$ cat src/rtl/multdiv_unit_if.sv
// Handshake bundle between the issue stage and the iterative multiply/divide unit.
// The master drives the operands and the start pulses; the unit returns the result, the ready strobe and busy.
interface multdiv_unit_if;
    logic [31:0] data_operandA;
    logic [31:0] data_operandB;
    logic        ctrl_MULT;
    logic        ctrl_DIV;
    logic [31:0] ir_in;
    logic [31:0] data_result;
    logic        data_exception;
    logic        data_resultRDY;
    logic [31:0] ir_out;
    logic        busy;

    modport master (
        output data_operandA, data_operandB, ctrl_MULT, ctrl_DIV, ir_in,
        input  data_result, data_exception, data_resultRDY, ir_out, busy
    );

    modport slave (
        input  data_operandA, data_operandB, ctrl_MULT, ctrl_DIV, ir_in,
        output data_result, data_exception, data_resultRDY, ir_out, busy
    );
endinterface

$ cat src/rtl/multdiv_unit.sv
// Iterative 32-bit signed multiply (shift-add) / divide (restoring) unit with a fixed 33-cycle latency.
// Both operations work on operand magnitudes and apply the sign in a final cycle that loads the outputs.
module multdiv_unit (
    input  logic           clock,
    input  logic           reset,
    multdiv_unit_if.slave  bus
);
    typedef enum logic [1:0] {S_IDLE, S_MUL, S_DIV, S_DONE} state_t;

    state_t      r_state;
    logic [5:0]  r_cnt;
    logic [63:0] r_mcand;
    logic [63:0] r_acc;
    logic [31:0] r_oprb;
    logic [31:0] r_quo;
    logic [31:0] r_rem;
    logic        r_neg;
    logic        r_dz;
    logic [31:0] r_result;
    logic        r_exc;
    logic        r_rdy;
    logic [31:0] r_ir;
    logic        r_busy;

    logic        w_start_mul;
    logic        w_start_div;
    logic [32:0] w_rem_shift;
    logic [32:0] w_diff;
    logic [63:0] w_prod;
    logic        w_mul_exc;
    logic [31:0] w_quo;

    function automatic logic [31:0] magnitude(input logic [31:0] v);
        return v[31] ? (~v + 32'd1) : v;
    endfunction

    // Start decode (multiply wins a tie), restoring-divide step and final sign correction.
    always_comb begin
        w_start_mul = bus.ctrl_MULT;
        w_start_div = bus.ctrl_DIV & ~bus.ctrl_MULT;
        w_rem_shift = {r_rem, r_quo[31]};
        w_diff      = w_rem_shift - {1'b0, r_oprb};
        w_prod      = r_neg ? (~r_acc + 64'd1) : r_acc;
        w_mul_exc   = (w_prod[63:31] != {33{w_prod[31]}});
        w_quo       = r_neg ? (~r_quo + 32'd1) : r_quo;
    end

    // Control FSM, datapath iteration and registered outputs.
    always_ff @(posedge clock) begin
        if (!reset) begin
            r_state  <= S_IDLE;
            r_cnt    <= 6'd0;
            r_mcand  <= 64'd0;
            r_acc    <= 64'd0;
            r_oprb   <= 32'd0;
            r_quo    <= 32'd0;
            r_rem    <= 32'd0;
            r_neg    <= 1'b0;
            r_dz     <= 1'b0;
            r_result <= 32'd0;
            r_exc    <= 1'b0;
            r_rdy    <= 1'b0;
            r_ir     <= 32'd0;
            r_busy   <= 1'b0;
        end else if (w_start_mul || w_start_div) begin
            r_state <= w_start_mul ? S_MUL : S_DIV;
            r_cnt   <= 6'd0;
            r_busy  <= 1'b1;
            r_rdy   <= 1'b0;
            r_ir    <= bus.ir_in;
            r_neg   <= bus.data_operandA[31] ^ bus.data_operandB[31];
            r_dz    <= (bus.data_operandB == 32'd0);
            r_mcand <= {32'd0, magnitude(bus.data_operandA)};
            r_acc   <= 64'd0;
            r_oprb  <= magnitude(bus.data_operandB);
            r_quo   <= magnitude(bus.data_operandA);
            r_rem   <= 32'd0;
        end else begin
            r_rdy <= 1'b0;
            case (r_state)
                S_MUL: begin
                    if (r_cnt == 6'd32) begin
                        r_result <= w_prod[31:0];
                        r_exc    <= w_mul_exc;
                        r_rdy    <= 1'b1;
                        r_busy   <= 1'b0;
                        r_state  <= S_DONE;
                    end else begin
                        if (r_oprb[0]) begin
                            r_acc <= r_acc + r_mcand;
                        end else begin
                            r_acc <= r_acc;
                        end
                        r_mcand <= r_mcand << 1;
                        r_oprb  <= r_oprb >> 1;
                        r_cnt   <= r_cnt + 6'd1;
                    end
                end
                S_DIV: begin
                    if (r_cnt == 6'd32) begin
                        // A positive quotient with bit 31 set can only come from -2^31 / -1.
                        r_result <= r_dz ? 32'd0 : w_quo;
                        r_exc    <= r_dz | (~r_neg & r_quo[31]);
                        r_rdy    <= 1'b1;
                        r_busy   <= 1'b0;
                        r_state  <= S_DONE;
                    end else begin
                        if (!w_diff[32]) begin
                            r_rem <= w_diff[31:0];
                            r_quo <= {r_quo[30:0], 1'b1};
                        end else begin
                            r_rem <= w_rem_shift[31:0];
                            r_quo <= {r_quo[30:0], 1'b0};
                        end
                        r_cnt <= r_cnt + 6'd1;
                    end
                end
                S_DONE:  r_state <= S_IDLE;
                default: r_state <= S_IDLE;
            endcase
        end
    end

    assign bus.data_result    = r_result;
    assign bus.data_exception = r_exc;
    assign bus.data_resultRDY = r_rdy;
    assign bus.ir_out         = r_ir;
    assign bus.busy           = r_busy;
endmodule

$ cat src/flat_wrapper.sv
// flat-port wrapper written by rule: the top's interface ports become plain ports
module multdiv_unit_flat 
  (clock, reset, bus_data_operandA, bus_data_operandB, bus_ctrl_MULT, bus_ctrl_DIV, bus_ir_in, bus_data_result, bus_data_exception, bus_data_resultRDY, bus_ir_out, bus_busy);
  multdiv_unit_if bus_i ();
  input  logic clock;
  input  logic reset;
  input wire logic [$bits(bus_i.data_operandA)-1:0] bus_data_operandA;
  input wire logic [$bits(bus_i.data_operandB)-1:0] bus_data_operandB;
  input wire logic [$bits(bus_i.ctrl_MULT)-1:0] bus_ctrl_MULT;
  input wire logic [$bits(bus_i.ctrl_DIV)-1:0] bus_ctrl_DIV;
  input wire logic [$bits(bus_i.ir_in)-1:0] bus_ir_in;
  output wire logic [$bits(bus_i.data_result)-1:0] bus_data_result;
  output wire logic [$bits(bus_i.data_exception)-1:0] bus_data_exception;
  output wire logic [$bits(bus_i.data_resultRDY)-1:0] bus_data_resultRDY;
  output wire logic [$bits(bus_i.ir_out)-1:0] bus_ir_out;
  output wire logic [$bits(bus_i.busy)-1:0] bus_busy;
  assign bus_i.data_operandA = bus_data_operandA;
  assign bus_i.data_operandB = bus_data_operandB;
  assign bus_i.ctrl_MULT = bus_ctrl_MULT;
  assign bus_i.ctrl_DIV = bus_ctrl_DIV;
  assign bus_i.ir_in = bus_ir_in;
  assign bus_data_result = bus_i.data_result;
  assign bus_data_exception = bus_i.data_exception;
  assign bus_data_resultRDY = bus_i.data_resultRDY;
  assign bus_ir_out = bus_i.ir_out;
  assign bus_busy = bus_i.busy;
  multdiv_unit u_core (.clock(clock), .reset(reset), .bus(bus_i));
endmodule
$ cat config.mk
export PLATFORM = sky130hd
export DESIGN_NAME = multdiv_unit_flat
export DESIGN_NICKNAME = d
export VERILOG_FILES = /design/src/rtl/multdiv_unit_if.sv /design/src/rtl/multdiv_unit.sv /design/src/flat_wrapper.sv
export SDC_FILE = /design/constraint.sdc
export NUM_CORES = 1
export LEC_CHECK = 0
export BUFFER_PORTS_ARGS = -buffer_cell sky130_fd_sc_hd__buf_4
export CAP_MARGIN = 0
export CORE_MARGIN = 1.5
export CORE_UTILIZATION = 35
export DETAILED_ROUTE_END_ITERATION = 16
export SLEW_MARGIN = 20
export SYNTH_ARGS = -nofsm -noshare
export SYNTH_HDL_FRONTEND = slang
export SYNTH_SLANG_ARGS = --single-unit
$ cat constraint.sdc
create_clock -name clock -period 3.8 [get_ports clock]
set_input_delay 0 -clock clock [delete_from_list [all_inputs] [get_ports clock]]
set_output_delay 0 -clock clock [all_outputs]
set_load 0.01 [all_outputs]
Word level (Yosys, flattened, before mapping)
Index checks and enable logic that the tools add are counted.

Logic and storage cells: 92. Output and inout port bits: 67. Input bits: 100. Register bits after elaboration: 301.

Bitwise logic cells: 14. Reduce and logical (&&, ||, !) cells: 18. Add/sub/neg operators: 7. Mux-type cells: 30. Eq/ne operators: 8.

Operators with widths (number): $mux 32 (16); $add 32x1->32 const B (3); $not 32->32 (3); $add 64x1->64 const B (1); $add 64x64->64 (1); $mux 64 (1); $not 64->64 (1); $pmux 32 s2 (1); $sub 33x32->33 (1); $logic_not 32->1 (1); $ne 32x32->1 (1); $reduce_and 2->1 (6); $reduce_bool 2->1 (5); $mux 2 (4); $mux 1 (7); $add 6x1->6 const B (1); $eq 6x6->1 const B (1); $ne 2x1->1 const B (3); $not 1->1 (6); $reduce_and 4->1 (1); $reduce_or 2->1 (2); $ne 3x1->1 const B (1); $reduce_and 3->1 (1); $reduce_or 3->1 (1); other kinds (7) (8).

Longest topological paths before layout
Gate-level depths: netlist of run 1.

Word-level depth: 6. Gate-level depth with buffers: 16. Gate-level depth less buffers: 15.

Worst setup path after synthesis of run 1
OpenSTA, ideal clock, no wires.

Path kind: register to register. Start: register u_core.r_quo[31]. End: register u_core.r_rem[28]. Clock period less this slack: 4.035 ns. Data arrival time: 3.965 ns. Path slack: -0.235 ns. Path buffers: 1. Setup time: 0.070 ns. Data required time: 3.730 ns. Stages on the path, launching flop included: 17. Cell sequence: dfxtp_1 inv_1 ha_1 inv_1 fa_1 a21o_1 a31o_2 a21oi_1 o21ba_2 o211ai_1 a41o_1 or4b_2 a31o_2 xnor2_1 buf_2 mux2_2 a21oi_1.

Cells in the longest elaborated chain, start to end: 2.

RTL lines: from (decl) (RTL line multdiv_unit.sv:15) `logic [31:0] r_quo;`; from (signal assigned) (RTL line multdiv_unit.sv:76) `r_quo <= magnitude(bus.data_operandA);`; from (signal assigned) (RTL line multdiv_unit.sv:110) `r_quo <= {r_quo[30:0], 1'b1};`; from (signal assigned) (RTL line multdiv_unit.sv:113) `r_quo <= {r_quo[30:0], 1'b0};`; $sub 33x32->33 (RTL line multdiv_unit.sv:42) `w_diff = w_rem_shift - {1'b0, r_oprb};`; $mux 32 (RTL line multdiv_unit.sv:108) `if (!w_diff[32]) begin`; to (signal assigned) (RTL line multdiv_unit.sv:109) `r_rem <= w_diff[31:0];`; to (signal assigned) (RTL line multdiv_unit.sv:112) `r_rem <= w_rem_shift[31:0];`; to (decl) (RTL line multdiv_unit.sv:16) `logic [31:0] r_rem;`.

Every way passes these cells. A chain may end at the register's enable or synchronous reset.

Worst setup path after layout of run 1
Start: register u_core.r_acc[14]. End: register u_core.r_exc, in the netlist u_core.bus.data_exception.

Cells in the longest elaborated chain, start to end: 6.

RTL lines: from (decl) (RTL line multdiv_unit.sv:13) `logic [63:0] r_acc;`; from (signal assigned) (RTL line multdiv_unit.sv:90) `r_acc <= r_acc + r_mcand;`; from (signal assigned) (RTL line multdiv_unit.sv:92) `r_acc <= r_acc;`; $not 64->64 (RTL line multdiv_unit.sv:43) `w_prod = r_neg ? (~r_acc + 64'd1) : r_acc;`; $add 64x1->64 (RTL line multdiv_unit.sv:43); $mux 64 (RTL line multdiv_unit.sv:43); $ne 32x32->1 (RTL line multdiv_unit.sv:44) `w_mul_exc = (w_prod[63:31] != {33{w_prod[31]}});`; $mux 1 (RTL line multdiv_unit.sv:82) `if (r_cnt == 6'd32) begin`; $pmux 1 s2 (RTL line multdiv_unit.sv:80) `case (r_state)`; to (signal assigned) (RTL line multdiv_unit.sv:84) `r_exc <= w_mul_exc;`; to (signal assigned) (RTL line multdiv_unit.sv:103) `r_exc <= r_dz | (~r_neg & r_quo[31]);`; to (decl) (RTL line multdiv_unit.sv:20) `logic r_exc;`.

Every way passes these cells. The select of a mux whose other input is x is not followed.

==> results of run 1 <==
## layer usage
metal | track usage [%] | vias up | routed length [um]
met5 | 0 | - | 0
met2 | 36.0 | 607 | 31500
met1 | 29.5 | 10200 | 30800
met4 | 5.76 | 0 | 1520
met3 | 3.62 | 101 | 3880
li1 | - | 10400 | -
## cell type report
type,count,area share [%]
clock buffers,48,4.08
clock inverters,20,1.27
inverters,82,1.17
multi-input cells,2144,52.6
flip-flops and latches,301,23.0
well taps,765,3.65
repair buffers,441,14.2
## metrics by stage
step | instance area (um^2) | utilization [%]
3_5_place_dp | 23200 | 40.2
5_1_grt | 26200 | 45.3
3_3_place_gp | 23200 | 40.2
6_report | 26200 | 45.3
4_1_cts | 25900 | 44.8
2_1_floorplan | 20600 | -
## flip-flops by register name (all words and copies together) (netlist names)
signal	count
u_core.r_dz	1
u_core.bus.busy	1
u_core.r_cnt	6
u_core.r_mcand	64
u_core.bus.data_result	32
u_core.r_neg	1
u_core.r_state	2
u_core.bus.data_resultRDY	1
u_core.r_oprb	32
u_core.bus.data_exception	1
u_core.r_acc	64
u_core.bus.ir_out	32
u_core.r_quo	32
u_core.r_rem	32
## how the worst max path moves through the flow
stage / depth (start not counted) / endpoint / startpoint / slack [ns]
final: 12 / u_core.bus.data_exception / u_core.r_acc[14] / 0.03
after detailed placement: 16 / u_core.r_rem[14] / u_core.r_quo[31] / -0.14
after floorplan: 16 / u_core.r_rem[28] / u_core.r_quo[31] / 0.01
after global placement: 16 / u_core.r_rem[26] / u_core.r_quo[31] / -0.05
after CTS: 14 / u_core.r_oprb[29] / bus_data_operandB[3] / 0.01
after global routing: 17 / u_core.r_rem[9] / u_core.r_quo[31] / -0.12
## logic make-up after synthesis
family	Yosys count
mux	31
simple gates	899
buf+inv	264
compound gates	882
fa+ha+maj	105
xor+xnor	227
flops	301
## power by group
| part | leakage (uW) | total, uW | switching, uW | internal (uW) |
|---|---|---|---|---|
| logic | 0.00800 | 1570 | 879 | 695 |
| clock network | 0.000674 | 4050 | 1560 | 2490 |
| registers | 0.00246 | 3410 | 118 | 3290 |
| total | 0.0111 | 9040 | 2560 | 6480 |
## tightest hold or removal path, stage by stage
cell and delay (ns):
buf_4 0.09, xnor2_1 0.11, o21ai_0 0.19, a31oi_1 0.19
## repair_timing
item | 4_1_cts | 5_1_grt
setup buffers | 10 | 10
pin swaps | 8 | 37
endpoints found under the setup margin | 29 | 45
hold buffers | 111 | 0
hold endpoints to repair | 128 | 0
resized for setup | 11 | 51
cloned | 2 | 1
## layout by cell type, fill, tap and decap left out, types with 49 or more instances in the layout
master,Yosys,final
a21oi_1,226,221
buf_4,0,318
dlygate4sd3_1,0,111
a21o_1,58,58
o21ai_0,172,168
inv_1,82,80
xor2_1,108,108
xnor2_1,119,117
o211a_1,54,54
nand2_1,515,511
o31ai_1,51,49
nand3_1,62,61
ha_1,103,102
a31oi_1,78,77
nor2_1,97,96
dfxtp_1,301,298
==> out/qor.yml, run 1 <==
yosys:
  yosysMostFrequentCell: "nand2_1"
  yosysTopAreaCellShare_pct: 29.3
  synth_top_family_by_area: "compound AO/OA/AOI/OAI gates"
  synthCells: 2709
  ys_seq_elements: 301
  synthMuxAreaShare_pct: 1.53
  synthTopCellsByCount: "nand2_1 (515), dfxtp_1 (301), a21oi_1 (226)"
  synth_area_leaders: "dfxtp_1 (29%), nand2_1 (9.4%), ha_1 (6.3%)"
  ys_seq_area_share_pct: 29.3
  synth-simple-area-share_pct: 19.9
  synth.cell_area_mm2: 0.0205
  synth-main-ff-cell: "dfxtp_1"
  synth_compound_area_share_pct: 28.3
  ys_types: 74
  synth_fp_nets: 2914
  yosysWarningCount: 0
  synth-edff-count: 0
  synthAdderAreaFrac_pct: 6.47
  post_synth.cell_area_avg_um2: 7.58
  synth_largest_area_cell: "dfxtp_1"
  synthXorXnorAreaFrac_pct: 9.68
  async_reset_ff_share_pct: 0
critical_path:
  path_max_fanout: 6
  worst-path-buf-inv: 2
  cp.required_ns: 4.24
  r2r_cells: 12
  reg2reg_to: "u_core.bus.data_exception"
  cp-end-kind: "flop"
  cp_data_arrival_time_ns: 4.21
  crit_slowest_cell: "or4_1"
  crit_type: "reg2reg"
  max_stage_delay_ns: 0.58
  crit_family: "simple AND/OR/NAND/NOR gates"
  ff2ff_setup_slack_ns: 0.03
  r2r-start: "u_core.r_acc[14]"
  cp-start-kind: "flop"
  path_cells: "or4_1 -> or4_4 -> buf_4 -> nor4_2 -> buf_4 -> nand4_1 -> o41ai_1 -> xor2_1 -> nand3_1 -> or4_4 -> o41ai_2 -> a31oi_1"
grt:
  antenna_found_initial: 0
  gr-usage-all-layers_pct: 21.9
  grt_pass1_wl_um: 108000
  grt_overflow: 0
  grt_max_degree: 89
  grt_pass1_vias: 20400
clock_tree:
  cts_sinks: 301
  cts.clk_slew.worst_paths_ns: 0.06
  root_buffer: "clkbuf_16"
  clk_path_buf_depth: 3
  insertion_delay_ns: 0.58
  cts_buffers: 39
  cts_max_level: 2
  cts_tree: "built"
placed_design:
  gp_congestion: 0.918
  dp_cells: 3600
  dp_hpwl_um: 48500
  dp_slack_ns: -0.136
  numPortBuffers: 166
final_layout:
  seq_area_mm2: 0.00603
  multi_input_area_mm2: 0.0138
  area_growth_pct: 27.5
  fill_cells: 5601
  drive_gt1_share_pct: 15.6
  fin_nets: 3214
  n_antenna_cell: 0
  instances_no_fill: 3801
sta:
  timing.hold.ws_ns: 0.0539
  finalCritPeriodShare_pct: 99.2
  max_freq_mhz: 265
  rsz0062_at_grt: "true"
  final_max_slew_viol_count: 0
  relSlewSlack_pct: 33.2
  skew_ns: 0.0217
  setup_tns_ns: 0
  period_minus_slack_ns: 3.77
  worst-slew-pin-transition_ns: 1.00
  setup_slack_ns: 0.0317
  finalSetupViolCount: 0
  hold_viol: 0
die:
  die_y_um: 245
  pin_count: 167
  rows: 88
  dieArea_mm2: 0.0602
  die_x_um: 245
  core_mm2: 0.0578
  start_util_pct: 35.5
worst_hold_path:
  worstHoldStart: "bus_data_operandA[24]"
  hp-class: "in2reg"
  whs_endpoint: "u_core.r_mcand[24]"
  hold_depth: 4
detailed_routing:
  drc: 0
  via_per_inst: 5.59
  vias: 21200
  detail-route-antenna-nets: 0
  wl_um: 67700
  wl_per_cell_um: 17.8
  drt_iter0_drc: 1784
  first_pass_iters: 5
power_and_ir_drop:
  leakagePower_uw: 0.0111
  power_density_mw_per_mm2: 345
  ir_worst_vdd_v: 0.000334
  total_power_uw: 9040
flow_run:
  maxCapViolCount: 0
status:
  status: "complete, no violations"
Power figures use the tool's default switching activity.
==> inputs of run 2 (changes only) <==
- CORE_UTILIZATION: 35 -> 45
- PLACE_DENSITY: default -> 0.65
==> run 2 against run 1 <==
Setup slack improved by 0.11 ns. Sequential share of layout area up 0.85 points. Via count down 0.80%. Total power shrank 6.7%. Highest routed layer unchanged. Worst hold slack got worse by 0.017 ns. Utilization grew 11 points. Combinational power down 4%. Cell area decreased by 3.6%.
==> out/qor.yml, run 2 (synthesis gave the netlist of run 1 again) <==
worst_hold_path:
  hp-class: "in2reg"
  hold_depth: 4
detailed_routing:
  vias: 21100
  drc: 0
  via_per_inst: 5.88
  wl_um: 65700
  detail-route-antenna-nets: 0
  first_pass_iters: 5
  drt_iter0_drc: 1667
  wl_per_cell_um: 18.3
die:
  pin_count: 167
  die_x_um: 217
  rows: 78
  core_mm2: 0.0452
  dieArea_mm2: 0.0469
  die_y_um: 217
  start_util_pct: 45.5
sta:
  timing.hold.ws_ns: 0.0372
  finalSetupViolCount: 0
  finalCritPeriodShare_pct: 96.3
  skew_ns: 0.0233
  rsz0062_at_grt: "true"
  period_minus_slack_ns: 3.66
  max_freq_mhz: 273
  hold_viol: 0
  relSlewSlack_pct: 33.5
  final_max_slew_viol_count: 0
  worst-slew-pin-transition_ns: 0.997
final_layout:
  fin_nets: 3160
  final_cell_mix: "nand2_1 (512), dfxtp_1 (299), buf_4 (282), a21oi_1 (222), o21ai_0 (170)"
  layout_commonest_cell: "nand2_1"
  area_growth_pct: 23.0
  drive_gt1_share_pct: 13.7
  reg_top3: "u_core.r_acc (64), u_core.r_mcand (64)"
grt:
  grt_pass1_vias: 19800
  grt_pass1_wl_um: 105000
  grt_overflow: 0
  grt_max_degree: 187
  antenna_found_initial: 1
  gr-usage-all-layers_pct: 27.3
critical_path:
  cp-start-kind: "flop"
  r2r_cells: 11
  cp.required_ns: 4.23
  cp-end-kind: "flop"
  crit_type: "reg2reg"
  path_max_fanout: 5
  cp_data_arrival_time_ns: 4.09
flow_run:
  maxCapViolCount: 0
placed_design:
  numPortBuffers: 166
  gp_congestion: 0.949
  dp_hpwl_um: 46900
clock_tree:
  clk_path_buf_depth: 3
  cts_buffers: 37
  cts.clk_slew.worst_paths_ns: 0.06
  root_buffer: "clkbuf_16"
  cts_max_level: 2
  insertion_delay_ns: 0.56
  cts_tree: "built"
  cts_sinks: 301
power_and_ir_drop:
  ir_worst_vdd_v: 0.000289
  leakagePower_uw: 0.0108
  power_density_mw_per_mm2: 334
  total_power_uw: 8430
status:
  status: "complete, no violations"
-- run 2: changes by cell type in the layout (fill, tap and decap cells not counted), moves of 3 or more --
cell           previous run  this run
buf_4                   318       282
dlygate4sd3_1           111        97
bufinv_16                 7         1
clkinv_2                  4        10
clkbuf_1                  3         8
clkinvlp_4                4         0
o21ai_2                   3         0
or4_1                    22        25
or4_4                     8         5
-- run 2: final cells by class --
cell class / count / area, um^2
Fill cell: 4148 / 19900
Multi-Input combinational cell: 2144 / 13700
Sequential cell: 301 / 6030
Timing Repair Buffer: 389 / 3270
Clock buffer: 53 / 1090
Tap cell: 600 / 751
Inverter: 82 / 308
Clock inverter: 14 / 106
Antenna cell: 1 / 2.50
-- run 2: worst paths after layout --
path | from | end | slack, ns
setup / recovery | u_core.r_acc[42] | u_core.bus.data_exception | 0.14
hold / removal | bus_data_operandB[1] | u_core.r_oprb[1] | 0.04
hold reg to reg | u_core.bus.ir_out[17] | u_core.bus.ir_out[17] | 0.46
setup reg to reg | u_core.r_acc[42] | u_core.bus.data_exception | 0.14
-- run 2: stage by stage --
| stage | utilization (%) | cells | instance area [um^2] | TNS, ns | setup slack, ns |
|---|---|---|---|---|---|
| final | 55.9 | 3584 | 25300 | 0 | 0.141 |
| after global routing | 55.9 | 3583 | 25300 | -0.249 | -0.0377 |
| after CTS | 55.5 | 3578 | 25100 | 0 | 0.0211 |
| after detailed placement | 50.6 | 3412 | 22900 | -1.44 | -0.114 |
| after global placement | 50.6 | 3412 | 22900 | -0.398 | -0.0385 |
| after floorplan | - | 2709 | 20600 | 0 | 0.0128 |
-- run 2: worst max-delay path, stage by stage, from the launching register on --
cell and delay, ns:
dfxtp_1 0.30, or4_1 0.53, or4_4 0.45, or4b_4 0.54, nor4_4 0.31, nand2_2 0.16
o31ai_2 0.23, xor2_1 0.23, nand2_1 0.08, or4_1 0.51, o41ai_1 0.08, a31oi_1 0.12
-- run 2: routing by layer --
metal	wire length, um	GRT usage (%)	vias to the layer above
li1	-	-	10300
met1	29800	37.7	9993
met2	29600	43.6	701
met3	4780	4.13	109
met4	1580	8.43	0
met5	0	0	-
-- run 2: power breakdown --
group          switching (uW)  internal [uW]
Combinational             857            648
Clock                    1450           2070
Sequential                120           3290
-- run 2: repair_timing --
| action | in CTS | in global routing |
|---|---|---|
| setup endpoints to repair | 26 | 39 |
| hold endpoints to repair | 131 | 0 |
| pin swaps | 4 | 17 |
| hold buffers | 97 | 0 |
| gates resized for setup | 10 | 28 |
| setup buffers | 1 | 4 |
| gates cloned | 1 | 1 |
==> inputs of run 3 (changes only) <==
- REMOVE_ABC_BUFFERS: default -> 1
==> run 3 against run 2 <==
Worst hold slack improved by 0.0025 ns. Utilization grew 0.42 points. Largest cell class unchanged. Cell count increased by 0.28%. Sequential share of layout area fell by 0.17 points. Sequential power barely moved. Sequential cell count unchanged. Critical path depth increased by 6.
==> out/qor.yml, run 3 (synthesis gave the netlist of run 1 again) <==
status:
  status: "complete, no violations"
detailed_routing:
  drc: 0
  vias: 20900
  first_pass_iters: 5
  wl_per_cell_um: 17.7
  detail-route-antenna-nets: 0
  drt_iter0_drc: 1503
  wl_um: 63700
  via_per_inst: 5.81
grt:
  top_usage_layer: "met2"
  grt_overflow: 0
  met2_usage_pct: 44.6
  gr-usage-all-layers_pct: 26.2
  antenna_found_initial: 1
  grt_max_degree: 188
  grt_pass1_wl_um: 102000
  use_met3_pct: 3.99
  grt_pass1_vias: 19900
  grtUsageMet1_pct: 33.7
clock_tree:
  clk_path_buf_depth: 3
  cts_max_level: 2
  cts_tree: "built"
  cts.clk_slew.worst_paths_ns: 0.06
  cts_sinks: 301
  cts_buffers: 37
  insertion_delay_ns: 0.56
  root_buffer: "clkbuf_16"
critical_path:
  path_cells: "inv_2 -> ha_4 -> inv_2 -> fa_2 -> a21o_1 -> a31o_4 -> a21oi_4 -> o21ba_4 -> o211ai_1 -> a41o_1 -> or4b_4 -> a31o_4 -> xnor2_4 -> buf_6 -> buf_12 -> mux2i_2 -> a21oi_1"
  cp-end-kind: "flop"
  cp-endpoint: "u_core.r_rem[1]"
  r2r-start: "u_core.r_quo[31]"
  crit_start: "u_core.r_quo[31]"
  crit_slowest_cell: "or4b_4"
  crit_type: "reg2reg"
  ff2ff_setup_slack_ns: 0.007
  cp-start-kind: "flop"
  r2r_cells: 17
  reg2reg_to: "u_core.r_rem[1]"
  max_stage_delay_ns: 0.54
  path_max_fanout: 7
  cp.required_ns: 4.21
  cp_data_arrival_time_ns: 4.20
power_and_ir_drop:
  leakagePower_uw: 0.0109
  pwr-share-comb_pct: 17.4
  pwr-share-clk_pct: 42.8
  p_sw_uw: 2400
  power_density_mw_per_mm2: 337
  seq_power_share_pct: 39.8
  netSwitchingFraction_pct: 28.0
  intPower_uw: 6160
  ir_worst_vdd_v: 0.000374
sta:
  max_freq_mhz: 264
  setup_tns_ns: 0
  worst-slew-pin-transition_ns: 1.04
  final_max_slew_viol_count: 0
  hold_viol: 0
  timing.hold.ws_ns: 0.0396
  setup_slack_ns: 0.00730
  finalSetupViolCount: 0
  skew_ns: 0.0236
  period_minus_slack_ns: 3.79
  rsz0062_at_grt: "true"
  finalCritPeriodShare_pct: 99.8
  relSlewSlack_pct: 30.5
final_layout:
  reg_top3: "u_core.r_acc (64), u_core.r_mcand (64)"
  fill_cells: 4123
  fin_util_pct: 56.3
  drive_gt1_share_pct: 13.9
  instances_no_fill: 3594
  seq_area_mm2: 0.00603
  final_cell_mix: "nand2_1 (511), dfxtp_1 (298), buf_4 (282), a21oi_1 (222), o21ai_0 (169)"
  fin_nets: 3170
  multi_input_area_mm2: 0.0138
  layout_commonest_cell: "nand2_1"
  area_growth_pct: 23.9
worst_hold_path:
  hp-class: "in2reg"
placed_design:
  dp_cells: 3411
  numPortBuffers: 166
  dp_hpwl_um: 44400
  gp_congestion: 0.945
  dp_slack_ns: -0.186
die:
  start_util_pct: 45.5
  dieArea_mm2: 0.0469
  rows: 78
  die_y_um: 217
  core_mm2: 0.0452
  die_x_um: 217
  pin_count: 167
flow_run:
  maxCapViolCount: 0
run 3: power groups by stage:
stage	logic (uW)	registers [uW]	clock network, uW
floorplan	823	3470	0
global placement	1310	3460	0
detailed placement	1340	3470	0
CTS	1440	3400	3750
global route	1630	3420	3870
finish	1490	3410	3670
run 3: timing repair:
action	4_1_cts	5_1_grt
setup buffers	1	6
cloned	0	1
hold buffers	107	0
pin swaps	5	25
resized for setup	10	44
endpoints found under the hold margin	123	0
setup endpoints to repair	32	43
run 3: routing by layer:
metal	vias up	wire, um
li1	10300	-
met1	9889	28100
met2	587	30300
met3	124	3410
met4	0	1840
met5	-	0
run 3: worst min path at each step:
| stage | to | startpoint | depth (start not counted) |
|---|---|---|---|
| 3_3_place_gp | u_core.r_state[1] | bus_ctrl_MULT | 2 |
| 2_1_floorplan | u_core.r_state[1] | bus_ctrl_MULT | 1 |
| 6_report | u_core.r_quo[20] | bus_data_operandA[20] | 4 |
| 4_1_cts | u_core.r_mcand[9] | bus_data_operandA[9] | 4 |
| 3_5_place_dp | u_core.r_state[1] | bus_ctrl_MULT | 2 |
| 5_1_grt | u_core.r_quo[9] | bus_data_operandA[9] | 4 |
run 3: critical path, delay by kind of cell, from the launching register on:
| kind | cells | cell delay (ns) |
|---|---|---|
| AO/OA/AOI/OAI | 8 | 1.48 |
| XOR/XNOR | 1 | 0.22 |
| adder cells (fa/ha/maj) | 2 | 0.46 |
| buffers and inverters | 4 | 0.39 |
| flip-flops | 1 | 0.32 |
| multiplexers | 1 | 0.23 |
| AND/OR/NAND/NOR | 1 | 0.54 |
run 3: area by class of cell:
cell class	count	area share [%]
multi-input combinational	2144	54.1
sequential	301	23.7
timing repair buffer	399	13.2
clock buffer	50	4.11
tap	600	2.95
inverter	82	1.21
clock inverter	17	0.787
antenna	1	0.00983
run 3: stage by stage:
stage	total power [uW]	area [um^2]
after floorplan	4300	19900
after global placement	4770	22800
after detailed placement	4810	22800
after CTS	8590	25200
after global routing	8930	25400
final	8560	25500
